===== config.mk =====
export PLATFORM = sky130hd
export DESIGN_NAME = fetch_unit
export DESIGN_NICKNAME = d
export VERILOG_FILES = /design/src/rtl/fetch_unit.sv
export SDC_FILE = /design/constraint.sdc
export NUM_CORES = 1
export LEC_CHECK = 0
export ABC_AREA = 1
export CAP_MARGIN = 20
export CORE_MARGIN = 10
export CORE_UTILIZATION = 54
export CTS_BUF_LIST = sky130_fd_sc_hd__clkbuf_16
export CTS_CLUSTER_DIAMETER = 60
export DETAILED_ROUTE_END_ITERATION = 16
export PLACE_DENSITY_LB_ADDON = 0.15
export SYNTH_ARGS = -nofsm -noshare
export SYNTH_HDL_FRONTEND = slang
export SYNTH_SLANG_ARGS = --single-unit

===== constraint.sdc =====
create_clock -name clk -period 3.9 [get_ports clk]
set_clock_uncertainty 0.05 [all_clocks]
set_input_delay 0.585 -clock clk [delete_from_list [all_inputs] [get_ports clk]]
set_output_delay 0.585 -clock clk [all_outputs]
set_load 0.005 [all_outputs]

===== src/rtl/fetch_unit.sv =====
// Instruction fetch: owns the PC, issues in-order imem reads, buffers words with their PC for control.
// Response-to-instr_valid is one cycle; issue is credit-limited so buffered + in-flight never exceed DEPTH.
module fetch_unit #(
  parameter int PC_W    = 8,
  parameter int INSTR_W = 16,
  parameter int DEPTH   = 2
) (
  input  logic               clk,
  input  logic               rst,
  output logic               imem_req,
  output logic [PC_W-1:0]    imem_addr,
  input  logic               imem_valid,
  input  logic [INSTR_W-1:0] imem_rdata,
  output logic               instr_valid,
  output logic [INSTR_W-1:0] instr,
  output logic [PC_W-1:0]    instr_pc,
  input  logic               instr_ready,
  input  logic               redirect,
  input  logic [PC_W-1:0]    redirect_pc
);

  localparam int AW = $clog2(DEPTH);
  localparam int CW = $clog2(DEPTH) + 2;

  logic [PC_W-1:0]    fetch_pc_q, fetch_pc_d;
  logic [CW-1:0]      count_q, count_d;
  logic [CW-1:0]      outstanding_q, outstanding_d;
  logic [CW-1:0]      discard_q, discard_d;
  logic [AW-1:0]      rd_ptr_q, rd_ptr_d, wr_ptr_q, wr_ptr_d;
  logic [AW-1:0]      sq_rd_q, sq_rd_d, sq_wr_q, sq_wr_d;
  logic [PC_W-1:0]    fifo_pc_q  [DEPTH];
  logic [INSTR_W-1:0] fifo_ins_q [DEPTH];
  logic [PC_W-1:0]    side_pc_q  [DEPTH];

  logic          pop;
  logic          push;
  logic [CW-1:0] in_use;

  assign instr_valid = (count_q != '0);
  assign instr       = fifo_ins_q[rd_ptr_q];
  assign instr_pc    = fifo_pc_q[rd_ptr_q];
  assign imem_addr   = fetch_pc_q;

  // A redirect squashes the pop, so it never frees credit in that cycle.
  assign pop      = instr_valid & instr_ready & ~redirect;
  assign push     = imem_valid & ~redirect & (discard_q == '0);
  assign in_use   = count_q + outstanding_q - CW'(pop);
  assign imem_req = ~rst & ~redirect & (in_use < CW'(DEPTH));

  always_comb begin
    fetch_pc_d    = fetch_pc_q;
    count_d       = count_q;
    outstanding_d = outstanding_q + CW'(imem_req) - CW'(imem_valid);
    discard_d     = discard_q;
    rd_ptr_d      = rd_ptr_q;
    wr_ptr_d      = wr_ptr_q;
    sq_wr_d       = imem_req   ? sq_wr_q + AW'(1) : sq_wr_q;
    sq_rd_d       = imem_valid ? sq_rd_q + AW'(1) : sq_rd_q;

    if (redirect) begin
      fetch_pc_d = redirect_pc;
      count_d    = '0;
      discard_d  = outstanding_q - CW'(imem_valid);
      wr_ptr_d   = rd_ptr_q;
    end else begin
      if (imem_req) fetch_pc_d = fetch_pc_q + PC_W'(1);
      if (imem_valid && discard_q != '0) discard_d = discard_q - CW'(1);
      count_d = count_q + CW'(push) - CW'(pop);
      // Draining to empty parks both pointers on the head so instr/instr_pc keep their last value.
      if (pop && !(count_q == CW'(1) && !push)) rd_ptr_d = rd_ptr_q + AW'(1);
      if (push) wr_ptr_d = wr_ptr_q + AW'(1);
      else if (pop && count_q == CW'(1)) wr_ptr_d = rd_ptr_q;
    end
  end

  always_ff @(posedge clk) begin
    if (rst) begin
      fetch_pc_q    <= '0;
      count_q       <= '0;
      outstanding_q <= '0;
      discard_q     <= '0;
      rd_ptr_q      <= '0;
      wr_ptr_q      <= '0;
      sq_rd_q       <= '0;
      sq_wr_q       <= '0;
      for (int i = 0; i < DEPTH; i++) begin
        fifo_pc_q[i]  <= '0;
        fifo_ins_q[i] <= '0;
        side_pc_q[i]  <= '0;
      end
    end else begin
      fetch_pc_q    <= fetch_pc_d;
      count_q       <= count_d;
      outstanding_q <= outstanding_d;
      discard_q     <= discard_d;
      rd_ptr_q      <= rd_ptr_d;
      wr_ptr_q      <= wr_ptr_d;
      sq_rd_q       <= sq_rd_d;
      sq_wr_q       <= sq_wr_d;
      if (push) begin
        fifo_pc_q[wr_ptr_q]  <= side_pc_q[sq_rd_q];
        fifo_ins_q[wr_ptr_q] <= imem_rdata;
      end
      if (imem_req) side_pc_q[sq_wr_q] <= fetch_pc_q;
    end
  end

endmodule


==> impl_metrics.ini <==
[status]
status = complete, no violations

[pwr]
p_switching_uw = 673
pwr-share-clk_pct = 33.5
p_leak_nw = 2.08
combPwrFrac_pct = 20.7
p_int_mw = 1.81
ir_worst_vdd_uv = 351
power_density_mw_per_mm2 = 472
p_seq_share_pct = 45.8
p_sw_share_pct = 27.1

[floorplan]
ios = 63
rows = 32
coreArea_sq_mm = 0.00769
die_x_um = 109
die_h_um = 109
start_util_pct = 55.4
dieArea_sq_mm = 0.0118

[final_layout]
nNetsFinal = 511
antenna_cells = 0
drive_above_1_share_pct = 17.5
synthToLayoutAreaGrowth_pct = 23.5
fin_area_sq_mm = 0.00526
final_cells = 577
final_core_utilization_pct = 68.4

[synthesis]
synth_common_cells = nor2_1, edfxtp_1, inv_1
synth_edf_count = 64
ys_seq_area_share_pct = 56.0
syn_nets = 446
yosys_warnings = 0
synth_area_leader_cell = edfxtp_1
ys_types = 32
synth_most_common_cell = nor2_1
synth_seq_cells = 87
netlist_area_sq_mm = 0.00426
synth_top_area_share_pct = 45.1
synthCells = 405
synth-async-reset-ratio_pct = 0
avgSynthCellArea_sq_um = 10.5
synth.area.top_cells = edfxtp_1, dfxtp_1, nor2_1, mux2_2, inv_1
synth_ff_type = edfxtp_1

[setup_path]
crit_fanout = 5
rr_startpoint = count_q[2]$_SDFF_PP0_
worstRegToRegCells = 18
crit_required_ps = 3260
crit_path_start = instr_ready
crit_top_cell = nand2_1
startpoint_type = input port
max_stage_delay_ps = 500
path_cells = clkdlybuf4s50_1 -> inv_1 -> a21oi_2 -> nand2_2 -> nor2_2 -> o21ai_0 -> fa_1 -> nand2_1 -> nand2_1 -> inv_1 -> nand2_1 -> nand2_2 -> nand2_4 -> inv_8 -> clkdlybuf4s50_1
cp_slowest_cell = clkdlybuf4s50_1
endpoint_kind = output port
crit_type = in -> out
crit_arrival_ps = 3000

[timing]
min_period_ps = 3640
final_max_slew_viol_count = 0
tns_ps = 0
period_share_pct = 93.2
tightest_slew_ps = 501
rsz0062_at_grt = no
relSlewSlack_pct = 66.5
finalSetupViolCount = 0
fmax_ghz = 0.275
hold_viol_final = 0

[clocking]
h-tree-depth = 3
cts_root_buf = clkbuf_16
clockBufferDepth = 2
cts_tree = done
insertion_delay_ps = 340
cts_setup_buffers = 0
clk_pin_slew_ps = 60
numClockSinks = 87
cts_buffers = 9

[global_routing]
grt_overflow = 0
grt_max_degree = 26
grt_pass1_vias = 2837
antenna_found_initial = 0
grt_usage_pct = 14.5
grt_pass1_wl_um = 13500

[hold_path]
min-delay-start = imem_addr[7]$_SDFFE_PP0P_
hold_class = reg -> reg
hold_depth = 2

[detailed_routing]
num_vias = 2847
routed_wire_length_per_instance_um = 14.1
via_per_inst = 4.93
drt_wl_total_um = 8150
drtIter0Drc = 75
drcViolationCount = 0
final_antenna_net_count = 0
drt_pass1_iterations = 4

[placed_design]
place_hpwl_um = 5590
io_buffers = 62
gp_congestion = 0.782
dp_cells = 561
dpl-instance-area_sq_mm = 0.00496

[run]
drv_cap = 0
[final cells by class]
class                      instances  area, sq um
clock buffer                       9          225
inverter                          53          206
tap                              102          128
clock inverter                     7         65.1
sequential                        87         2380
timing repair buffer              70          681
fill                             596         2430
multi-input combinational        249         1570
[what timing repair did]
| action | in CTS | in global routing |
|---|---|---|
| resized for setup | 0 | 3 |
| endpoints found under the setup margin | 0 | 1 |
| hold buffers | 0 | 0 |
[layout by cell type, fill, tap and decap left out, types with 2 or more instances in the layout]
master	netlist	final
nor2_1	80	79
buf_4	1	8
nand3_1	7	7
nor2_2	7	8
o21ai_0	14	14
clkbuf_16	0	9
mux2_2	24	24
xnor2_1	5	5
nand3_2	10	10
dfxtp_1	23	23
a21oi_1	11	10
nor2_4	3	3
or2_2	2	2
fa_1	3	3
clkinv_4	0	2
a21oi_2	7	8
inv_1	52	53
xor2_1	4	4
nand2_1	48	47
clkinv_2	0	2
edfxtp_1	64	64
nand2_2	2	3
ha_1	9	9
clkdlybuf4s50_1	0	62
mux2i_1	8	8
[cells by family after synthesis]
| group | synth area share [%] |
|---|---|
| xor gates and xnor gates | 1.85 |
| and+or+nand+nor | 17.6 |
| AOI/OAI and AO/OA | 4.94 |
| buffers and inverters | 7.35 |
| DFF | 56.0 |
| muxes | 8.23 |
| adders and majority gates | 4.06 |
[flip-flops by register name, indices dropped and copies added, names as in the netlist, named ones only]
register / count
sq_wr_q: 1
sq_rd_q: 1
rd_ptr_q: 1
side_pc_q: 16
count_q: 3
wr_ptr_q: 1
imem_addr: 8
outstanding_q: 3
fifo_ins_q: 32
discard_q: 3
fifo_pc_q: 16
[power groups by stage]
stage	Sequential [mW]	Clock (mW)	Combinational, mW
after detailed placement	1.15	0	0.514
final	1.14	0.832	0.514
after global placement	1.15	0	0.502
after global routing	1.15	0.891	0.584
after CTS	1.14	0.841	0.521
after floorplan	1.13	0	0.371
[worst paths after layout]
check | endpoint | slack [ps]
worst max register to register | outstanding_q[2]$_SDFF_PP0_ | 820
worst min register to register | imem_addr[7]$_SDFFE_PP0P_ | 460
worst min-delay path | imem_addr[7]$_SDFFE_PP0P_ | 460
worst max-delay path | imem_req | 260
[metal layers]
layer | GRT usage [%] | wire length, um
met3 | 3.83 | 436
met4 | 6.40 | 129
met5 | 0 | 0
met1 | 17.5 | 3540
met2 | 24.1 | 4040
[worst max-delay path: cells and delay by family]
kind | cells | cell delay, ps
buf+inv | 5 | 1140
fa+ha+maj | 1 | 400
compound gates | 2 | 260
simple gates | 7 | 610
[per-stage QoR]
step           worst slack, ps  hold slack, ps  power, mW
2_1_floorplan              588             430       1.51
3_3_place_gp               205             447       1.65
3_5_place_dp               169             454       1.67
4_1_cts                    156             463       2.50
5_1_grt                   71.7             495       2.62
6_report                   264             457       2.48
(Power assumes the default switching activity.)
